[src/rtl/shape_renderer_if.sv]
// Draw handshake and pixel bus between the game sequencer (master) and a shape renderer (slave).
interface shape_renderer_if #(
    parameter int COORD_W = 11
);
    logic               draw_start;
    logic [COORD_W-1:0] origin_x;
    logic [COORD_W-1:0] origin_y;
    logic [2:0]         colour_in;
    logic               draw_done;
    logic [COORD_W-1:0] out_x;
    logic [COORD_W-1:0] out_y;
    logic [2:0]         out_colour;
    logic               plot;

    modport master (
        output draw_start, origin_x, origin_y, colour_in,
        input  draw_done, out_x, out_y, out_colour, plot
    );

    modport slave (
        input  draw_start, origin_x, origin_y, colour_in,
        output draw_done, out_x, out_y, out_colour, plot
    );
endinterface

[src/rtl/shape_renderer.sv]
// Scans a W x H rectangle one pixel per clock on a four-phase draw_start/draw_done handshake.
// Optional outline mode: define SHAPE_RENDERER_FRAME_EN to plot only the border pixels.
module shape_renderer #(
    parameter int W       = 8,
    parameter int H       = 8,
    parameter int COORD_W = 11
) (
    input  logic            clock,
    input  logic            resetn,
    shape_renderer_if.slave bus
);
    localparam int CX_W = (W > 1) ? $clog2(W) : 1;
    localparam int CY_W = (H > 1) ? $clog2(H) : 1;
    localparam logic [CX_W-1:0] CX_LAST = CX_W'(W - 1);
    localparam logic [CY_W-1:0] CY_LAST = CY_W'(H - 1);

    typedef enum logic [1:0] {
        IDLE = 2'd0,
        DRAW = 2'd1,
        DONE = 2'd2
    } state_t;

    state_t             state, state_nxt;
    logic [CX_W-1:0]    cx;
    logic [CY_W-1:0]    cy;
    logic [COORD_W-1:0] lat_x, lat_y;
    logic [2:0]         lat_colour;
    logic               last_px;

    assign last_px = (cx == CX_LAST) && (cy == CY_LAST);

    // NOTE: sequential state uses non-blocking assignments so every flop samples pre-edge values.
    always_ff @(posedge clock or negedge resetn) begin
        if (!resetn) state <= IDLE;
        else         state <= state_nxt;
    end

    // NOTE: next state defaults to the current state first, so no path can infer a latch.
    always_comb begin
        state_nxt = state;
        unique case (state)
            IDLE: if (bus.draw_start) state_nxt = DRAW;
            DRAW: begin
                // Withdrawing the request aborts, even on the final pixel.
                if (!bus.draw_start) state_nxt = IDLE;
                else if (last_px)    state_nxt = DONE;
            end
            DONE: if (!bus.draw_start) state_nxt = IDLE;
            default: state_nxt = IDLE;
        endcase
    end

    // Counters freeze on the last pixel so outputs hold steady while DONE is held.
    always_ff @(posedge clock or negedge resetn) begin
        if (!resetn) begin
            cx         <= '0;
            cy         <= '0;
            lat_x      <= '0;
            lat_y      <= '0;
            lat_colour <= '0;
        end else begin
            unique case (state)
                IDLE: begin
                    if (bus.draw_start) begin
                        lat_x      <= bus.origin_x;
                        lat_y      <= bus.origin_y;
                        lat_colour <= bus.colour_in;
                        cx         <= '0;
                        cy         <= '0;
                    end
                end
                DRAW: begin
                    if (bus.draw_start && !last_px) begin
                        if (cx == CX_LAST) begin
                            cx <= '0;
                            cy <= cy + 1'b1;
                        end else begin
                            cx <= cx + 1'b1;
                        end
                    end
                end
                default: ;
            endcase
        end
    end

    always_comb begin
        bus.out_x      = lat_x + COORD_W'(cx);
        bus.out_y      = lat_y + COORD_W'(cy);
        bus.out_colour = lat_colour;
        bus.draw_done  = (state == DONE);
`ifdef SHAPE_RENDERER_FRAME_EN
        bus.plot = (state == DRAW) &&
                   ((cx == '0) || (cx == CX_LAST) || (cy == '0) || (cy == CY_LAST));
`else
        bus.plot = (state == DRAW);
`endif
    end
endmodule

[src/flat_wrapper.sv]
// flat-port wrapper written by rule: the top's interface ports become plain ports
module shape_renderer_flat 
#(
    parameter int W       = 8,
    parameter int H       = 8,
    parameter int COORD_W = 11
)
  (clock, resetn, bus_draw_start, bus_origin_x, bus_origin_y, bus_colour_in, bus_draw_done, bus_out_x, bus_out_y, bus_out_colour, bus_plot);
  shape_renderer_if #(.COORD_W(COORD_W)) bus_i ();
  input  logic clock;
  input  logic resetn;
  input wire logic [$bits(bus_i.draw_start)-1:0] bus_draw_start;
  input wire logic [$bits(bus_i.origin_x)-1:0] bus_origin_x;
  input wire logic [$bits(bus_i.origin_y)-1:0] bus_origin_y;
  input wire logic [$bits(bus_i.colour_in)-1:0] bus_colour_in;
  output wire logic [$bits(bus_i.draw_done)-1:0] bus_draw_done;
  output wire logic [$bits(bus_i.out_x)-1:0] bus_out_x;
  output wire logic [$bits(bus_i.out_y)-1:0] bus_out_y;
  output wire logic [$bits(bus_i.out_colour)-1:0] bus_out_colour;
  output wire logic [$bits(bus_i.plot)-1:0] bus_plot;
  assign bus_i.draw_start = bus_draw_start;
  assign bus_i.origin_x = bus_origin_x;
  assign bus_i.origin_y = bus_origin_y;
  assign bus_i.colour_in = bus_colour_in;
  assign bus_draw_done = bus_i.draw_done;
  assign bus_out_x = bus_i.out_x;
  assign bus_out_y = bus_i.out_y;
  assign bus_out_colour = bus_i.out_colour;
  assign bus_plot = bus_i.plot;
  shape_renderer #(.W(W), .H(H), .COORD_W(COORD_W)) u_core (.clock(clock), .resetn(resetn), .bus(bus_i));
endmodule
[config.mk]
export PLATFORM = sky130hd
export DESIGN_NAME = shape_renderer_flat
export DESIGN_NICKNAME = d
export VERILOG_FILES = /design/src/rtl/shape_renderer_if.sv /design/src/rtl/shape_renderer.sv /design/src/flat_wrapper.sv
export SDC_FILE = /design/constraint.sdc
export NUM_CORES = 1
export LEC_CHECK = 0
export ABC_AREA = 1
export CORE_MARGIN = 2
export CORE_UTILIZATION = 25
export CTS_BUF_LIST = sky130_fd_sc_hd__clkbuf_16
export DETAILED_ROUTE_END_ITERATION = 6
export SYNTH_ARGS = -nofsm -noshare
export SYNTH_HDL_FRONTEND = slang
export SYNTH_SLANG_ARGS = --single-unit
[constraint.sdc]
create_clock -name clock -period 2.02 [get_ports clock]
set_clock_uncertainty 0.05 [all_clocks]
set_input_delay 0.303 -clock clock [delete_from_list [all_inputs] [get_ports clock]]
set_output_delay 0.303 -clock clock [all_outputs]
set_load 0.02 [all_outputs]
### Word-level counts from Yosys, hierarchy flattened

Index checks and enable logic that the tools add are counted.

* bits in registers: 33
* logic and storage cells: 40

* muxes and demuxes: 12
* add/subtract/negate cells: 4
* equal/unequal tests: 9
* reductions and logical operators: 9

Operators by type and width (number)
* 11-bit by 3-bit adder with 11-bit output: 2
* 3-bit 2-to-1 mux: 5
* 3-bit one-hot mux with 2 select lines: 2
* 2-bit 2-to-1 mux: 4
* 3-bit by 1-bit adder with 3-bit output (second input constant): 2
* 3-bit equality test (second input constant): 2
* 2-bit one-hot mux with 3 select lines: 1
* 3-bit AND reduction: 2
* 2-bit by 1-bit inequality test with 1-bit output (second input constant): 2
* 2-bit inequality test (second input constant): 2
* 4-bit AND reduction: 1
* 3-bit by 2-bit inequality test with 1-bit output (second input constant): 1
* 2-bit by 1-bit equality test with 1-bit output (second input constant): 1
* 2-bit equality test (second input constant): 1
* 1-bit logical AND: 2
* 2-bit logical NOT: 1
* 2-bit AND reduction: 1
* 2-bit nonzero test: 1
* 1-bit logical NOT: 1

### Depth between registers and ports, before layout

Gate-level depths: netlist of the first run.

* depth after elaboration: 6
* depth in mapped cells: 8
* mapped depth without buffers: 8

### Least setup slack after synthesis of the first run

Ideal clock, no wire load.

* kind: register to output
* start: reg u_core.cx[0]
* end: out bus_out_x[4]
* slack: 0.066 ns
* arrival time: 1.601 ns
* cell stages (with the launch flop): 6
* required time: 1.667 ns
* cells stage by stage: dfrtp_1 -> ha_1 -> inv_1 -> fa_1 -> o21ai_2 -> xor2_1

* word-level cells in the longest chain between the ends: 1

RTL lines
* start: declaration: RTL line shape_renderer.sv:24 `logic [CX_W-1:0] cx;`
* start signal: assignment: RTL line shape_renderer.sv:78 `cx <= cx + 1'b1;`
* 11-bit by 3-bit adder with 11-bit output: RTL line shape_renderer.sv:88 `bus.out_x = lat_x + COORD_W'(cx);`
* end: declaration: RTL line flat_wrapper.sv:17 `output wire logic [$bits(bus_i.out_x)-1:0] bus_out_x;`

No other way between the ends.

### Final worst setup path of the first run

* start: reg u_core.cx[0]
* end: out bus_out_x[10]

Same word-level chain as after synthesis.

==> run_results.csv, run 1 <==
group,metric,value,unit
critical_path,crit_path_max_incr_delay,0.38,ns
placement,pre_cts_ws,-0.406,ns
timing,setup_tns,-1.03,ns
critical_path,cp.required,1.67,ns
synth,ys_seq_elements,33,
critical_path,worstSetupEndpointType,"output pin",
synth,synth_area_leader_cell,"dfrtp_1",
synth,synth-warning-count,0,
route,dr.pass1.iters,4,
route,wl_per_cell,11.5,microns
synth,synth_top_family_by_area,"simple AND/OR/NAND/NOR gates",
critical_path,cpMostUsedCell,"nand2_1",
floorplanning,coreArea,0.00826,sq mm
timing,period_share,109,%
synth,synthDistinctLibCells,30,
pwr,power.leakage,1.59,nW
outcome,violations,"negative setup slack",
synth,synth_compound_area_share,6.38,%
route,drtAntennaViolNets,0,
cts,clkSlewWorstSetupHoldPaths,0.06,ns
pwr,ir_drop,306,uV
pwr,power_density,1030,mW/mm^2
synth,synth-edff-count,0,
cells_and_area,nNetsFinal,388,
floorplanning,fp.dieH,96.5,microns
placement,gp_congestion,0.782,
timing,worst_pin_slew,0.442,ns
global_routing,grt_max_degree,36,
pwr,power,3.25,mW
placement,numPortBuffers,54,
pwr,p_sw,1.25,mW
placement,placed_area,0.00287,sq mm
timing,layout_min_cycle_time,2.19,ns
floorplanning,boundaryPins,55,
cts,cts_root_buf,"clkbuf_16",
critical_path,crit_path_start_kind,"flop",
synth,synth_top_flop_cell,"dfrtp_1",
synth,synth_adder_area_share,7.73,%
pwr,combPwrFrac,48.8,%
timing,hold_viol,0,
pwr,p_sw_share,38.6,%
global_routing,grt_antenna_before_repair,0,
synth,synthMuxAreaShare,0,%
global_routing,grtUsageTotal,11.7,%
critical_path,cp.arrival,1.84,ns
global_routing,grt_pass1_wl,8420,microns
synth,yosys.area_share.simple,36.7,%
cts,tritoncts,"built",
job,drv_cap,0,
critical_path,cp_max_fo,5,
floorplanning,dieArea,0.00930,sq mm
floorplanning,std_cell_rows,33,
global_routing,grt_pass1_vias,1868,
timing,relSlewSlack,70.5,%
cells_and_area,fin_cells,454,
cells_and_area,final_area,0.00316,sq mm
synth,synth_area_leaders,"dfrtp_1, nand2_1, ha_1",
cells_and_area,num_antenna_cells,0,
route,drt_iter0_markers,44,
cells_and_area,drive_gt1_share,28.9,%
cts,ctsHtreeMaxLevel,2,
pwr,p_int,2.00,mW
timing,rsz0062_at_grt,"yes",
synth,synth.cell_area,0.00214,sq mm
timing,fmax,456,MHz
synth,avgSynthCellArea,7.89,sq um
cells_and_area,syn2layout_area_growth,47.9,%
outcome,status,"complete, but fails checks",
global_routing,grt.overflow.total,0,
synth,synth-seq-area-share,38.6,%
synth,synth-xor-area-share,2.46,%
critical_path,crit_type,"flop to output pin",
pwr,seqPwrFrac,29.0,%
floorplanning,die_w,96.5,microns
floorplanning,start_util,25.9,%
cts,clkSinkCount,33,
critical_path,slowest_stage,"fa_2",
cts,clk_latency,0.27,ns
synth,yosysTopAreaCellShare,38.6,%
min_path,min_path_type,"input port to asynchronous set/reset pin",
timing,setup_slack,-0.174,ns
cts,cts_buffers,5,
synth,synthArstFlopShare,100,%
timing,setup_viol,10,
cts,cts_buffer_depth,2,
route,vias,1984,
route,drc,0,
route,routed_via_density,4.37,
synth,syn_nets,311,
timing,finalMaxSlewViolations,0,
cts,cts_hold_buf,0,
route,finalWirelength,5220,microns
critical_path,path_cells,"ha_2 > inv_2 > fa_2 > o21ai_4 > nand3_1 > nand2_1 > nand2_1 > buf_6",
pwr,p_clk_share,22.3,%
placement,dp_cells,441,
placement,dpl.hpwl,3740,microns
synth,syn-instance-count,271,
==> layout make-up <==
type	count	area, sq um
Sequential cell	33	826
Clock inverter	3	12.5
Tap cell	105	131
Timing Repair Buffer	75	668
Multi-Input combinational cell	204	1280
Fill cell	849	5100
Inverter	29	116
Clock buffer	5	125
==> worst max-delay path, delay by kind of cell (launching register included) <==
kind            cells  cell delay (ns)
compound gates      1             0.24
fa+ha+maj           2             0.57
buf+inv             2             0.17
flops               1             0.35
simple gates        3             0.22
==> synth_stat cells, types with 2 or more instances <==
cell type	count
nand3_1	18
ha_1	10
fa_1	2
xor2_1	5
o21ai_2	6
nand2_4	5
nand2_2	13
dfrtp_1	33
inv_1	26
nor2_1	17
o21ai_1	5
inv_2	2
nand4_1	6
nand3b_1	5
nand2_1	103
==> stage by stage <==
| step | hold WS (ns) | util [%] |
|---|---|---|
| 3_5_place_dp | 0.423 | 34.8 |
| 6_report | 0.381 | 38.3 |
| 3_3_place_gp | 0.418 | 34.8 |
| 2_1_floorplan | -0.0426 | - |
| 4_1_cts | 0.421 | 37.1 |
| 5_1_grt | 0.451 | 38.3 |
==> cells in the final DEF, fill, tap and decap left out, drive strengths merged <==
cell | Yosys | layout
a21oi | 1 | 1
nand3 | 18 | 18
buf | 4 | 41
nand2 | 122 | 122
o21bai | 1 | 1
nand4 | 6 | 6
clkdlybuf4s50 | 0 | 33
clkinv | 0 | 3
xnor2 | 1 | 1
fa | 2 | 2
a21boi | 1 | 1
xor2 | 5 | 5
nand3b | 5 | 5
inv | 29 | 29
ha | 10 | 10
dfrtp | 33 | 33
o21ai | 13 | 13
dlygate4sd2 | 0 | 1
a31oi | 1 | 1
nor2 | 18 | 18
clkbuf | 1 | 5
==> routing by layer <==
layer / wire length (microns) / GRT usage [%]
met2: 2510 / 19.1
met3: 271 / 2.87
met1: 2380 / 15.3
met5: 0 / 0
met4: 51 / 3.87
==> flip-flops by register name, indices dropped and copies added, names as in the netlist <==
name	count
u_core.cy	3
u_core.cx	3
u_core.bus.out_colour	3
u_core.state	2
u_core.lat_x	11
u_core.lat_y	11
==> path summary, 6_finish.rpt <==
path,depth (start not counted),start,slack (ns),to
worst max-delay path,8,u_core.cx[0],-0.17,bus_out_x[10]
min in group clock,2,u_core.bus.out_colour[1],0.44,u_core.bus.out_colour[1]
worst max register to register,10,u_core.cx[0],0.27,u_core.cx[1]
max in group asynchronous,2,resetn,1.21,u_core.lat_x[9]
worst min register to register,2,u_core.bus.out_colour[1],0.44,u_core.bus.out_colour[1]
worst min-delay path,2,resetn,0.38,u_core.lat_y[5]
==> cells by family (layout without fill, tap and decap cells) <==
group,Yosys count,count (layout)
and+or+nand+nor,169,169
xor gates and xnor gates,6,6
DFF,33,33
buffers and inverters,34,112
AOI/OAI and AO/OA,17,17
adders and majority gates,12,12
==> power by group through the flow <==
stage          Combinational (mW)  Clock [mW]  Sequential [mW]
4_1_cts                      1.49       0.739            0.943
2_1_floorplan               0.823           0            0.942
3_3_place_gp                 1.47           0            0.937
5_1_grt                      1.75       0.766            0.965
6_report                     1.59       0.723            0.941
3_5_place_dp                 1.48           0            0.944
==> repair_timing <==
action                                  4_1_cts  5_1_grt
endpoints found under the setup margin       21       18
resized for setup                           117       19
pin swaps                                     9       12
endpoints found under the hold margin         0        0
setup buffers                                 1        5
No activity file was read; power rests on OpenSTA's default activity.
==> run 2, diff against run 1 <==
Settings changed: ABC_CLOCK_PERIOD_IN_PS set to 2020, CORE_UTILIZATION 25 to 49, PLACE_DENSITY set to 0.8.
==> run 2 against run 1 <==
  * The run still ends with negative setup slack left
  * Hold slack better by 0.0046 ns
  * Global-route usage up 9.8 points
  * Sequential power up 1%
  * Final area down 0.95%
  * Power up 0.21%
  * Clock power down 3.7%
  * Routed wire length down 1.8%
  * Critical path depth down 2
  * Sequential share of layout area up 0.25 points
  * Via count down 0.71%
  * Count of clock-buffer cells in the layout unchanged
  * Flip-flop and latch count unchanged
  * Largest power group unchanged
==> run_results.csv, run 2 (synthesis results as in run 1) <==
group,metric,value,unit
cells_and_area,final_common_cell,"nand2_1",
critical_path,crit_path_max_incr_delay,0.38,ns
global_routing,grt_util_met2,39.0,%
global_routing,grt_pass1_vias,1962,
critical_path,cp_max_fo,5,
critical_path,crit_path_start_kind,"flop",
timing,worst_pin_slew,0.415,ns
job,drv_cap,0,
route,drtAntennaViolNets,0,
critical_path,worstReg2RegEnd,"u_core.cx[0]",
timing,setup_slack,-0.173,ns
pwr,seqPwrFrac,29.2,%
timing,timing.hold.ws,0.385,ns
pwr,ir_drop,665,uV
route,drc,0,
cells_and_area,utilization,73.4,%
outcome,violations,"negative setup slack",
floorplanning,boundaryPins,55,
global_routing,grt_antenna_before_repair,0,
placement,numPortBuffers,54,
global_routing,grt_max_degree,36,
floorplanning,die_w,70.0,microns
floorplanning,coreArea,0.00426,sq mm
route,routed_via_density,4.88,
floorplanning,fp.dieH,70.0,microns
cells_and_area,nNetsFinal,391,
floorplanning,start_util,50.1,%
critical_path,slowest_stage,"fa_2",
cts,cts_hold_buf,0,
pwr,power,3.26,mW
cts,clkSinkCount,33,
cells_and_area,syn2layout_area_growth,46.5,%
route,drt_iter0_markers,105,
placement,dp_cells,390,
timing,period_share,109,%
pwr,combPwrFrac,49.5,%
critical_path,path_buf_inv,2,
critical_path,reg2reg_slack,0.26,ns
global_routing,grt.busiest_layer,"met2",
pwr,power_density,1040,mW/mm^2
critical_path,crit_type,"flop to output pin",
cells_and_area,num_antenna_cells,0,
timing,fmax,456,MHz
pwr,p_sw_share,38.3,%
cts,cts_buffers,5,
cells_and_area,final_area,0.00313,sq mm
pwr,p_clk_share,21.4,%
route,dr.pass1.iters,4,
route,wl_per_cell,12.7,microns
outcome,status,"complete, but fails checks",
cts,ctsHtreeMaxLevel,2,
critical_path,worstSetupEndpointType,"output pin",
global_routing,grt_pass1_wl,8510,microns
global_routing,met3_usage,3.61,%
placement,placed_area,0.00282,sq mm
timing,setup_tns,-1.06,ns
critical_path,crit_family,"adder cells",
cts,clkSlewWorstSetupHoldPaths,0.05,ns
timing,rsz0062_at_grt,"yes",
pwr,p_int,2.01,mW
floorplanning,dieArea,0.00491,sq mm
cells_and_area,drive_gt1_share,29.3,%
timing,hold_viol,0,
route,vias,1970,
critical_path,ff2ff_path_depth,10,
cells_and_area,fin_cells,404,
critical_path,cp.required,1.67,ns
timing,layout_min_cycle_time,2.19,ns
placement,pre_cts_ws,-0.470,ns
placement,dpl.hpwl,3520,microns
timing,relSlewSlack,72.4,%
min_path,min_path_type,"input port to asynchronous set/reset pin",
timing,setup_viol,12,
critical_path,path_cells,"ha_2 > inv_2 > fa_2 > o21ai_4 > xor2_1 > buf_4",
critical_path,reg2reg_from,"u_core.cy[1]",
cts,cts_root_buf,"clkbuf_16",
cts,clk_latency,0.27,ns
cells_and_area,final_cell_mix,"nand2_1, clkdlybuf4s50_1, dfrtp_1, inv_1, buf_4",
cts,cts_buffer_depth,2,
cells_and_area,reg.largest.list,"u_core.lat_x: 11 flops, u_core.lat_y: 11 flops",
pwr,power.leakage,1.62,nW
route,finalWirelength,5120,microns
critical_path,cp.arrival,1.84,ns
cts,tritoncts,"built",
timing,finalMaxSlewViolations,0,
global_routing,use_met1,26.5,%
floorplanning,std_cell_rows,24,
pwr,p_sw,1.25,mW
global_routing,grt.overflow.total,0,
placement,gp_congestion,0.804,
critical_path,cp.depth,6,
global_routing,grtUsageTotal,21.6,%
==> run 2: layer usage <==
metal  wire (microns)  share of wire [%]  up-vias
met2             2710                 53       34
met1             2200                 43      923
met5                0                  0        -
met3              160                3.1        5
met4               53                1.0        0
li1                 -                  -     1008
==> run 2: cell type report <==
class | count | area [sq um]
timing repair buffer | 78 | 698
inverter | 29 | 116
tap | 52 | 65.1
fill | 334 | 1130
clock buffer | 5 | 125
clock inverter | 3 | 11.3
sequential | 33 | 826
multi-input combinational | 204 | 1290
==> run 2: timing repair <==
action                                  CTS  global route
buffers inserted                          3             4
pin swaps                                12            17
endpoints found under the hold margin     0             0
endpoints found under the setup margin   21            17
resized for setup                       118            18
==> run 2: worst max-delay path by stage <==
stage / from / to
finish: u_core.cx[0] / bus_out_x[4]
global route: u_core.cx[0] / bus_out_x[4]
CTS: u_core.lat_x[0] / bus_out_x[4]
detailed placement: u_core.lat_x[0] / bus_out_x[4]
global placement: u_core.lat_x[0] / bus_out_x[10]
floorplan: u_core.cx[0] / bus_out_x[4]
==> run 2: power groups by stage <==
| stage | registers, mW | logic, mW | clock network (mW) |
|---|---|---|---|
| floorplan | 0.942 | 0.823 | 0 |
| global placement | 0.933 | 1.45 | 0 |
| detailed placement | 0.941 | 1.49 | 0 |
| CTS | 0.944 | 1.57 | 0.710 |
| global route | 0.972 | 1.76 | 0.734 |
| finish | 0.950 | 1.61 | 0.696 |
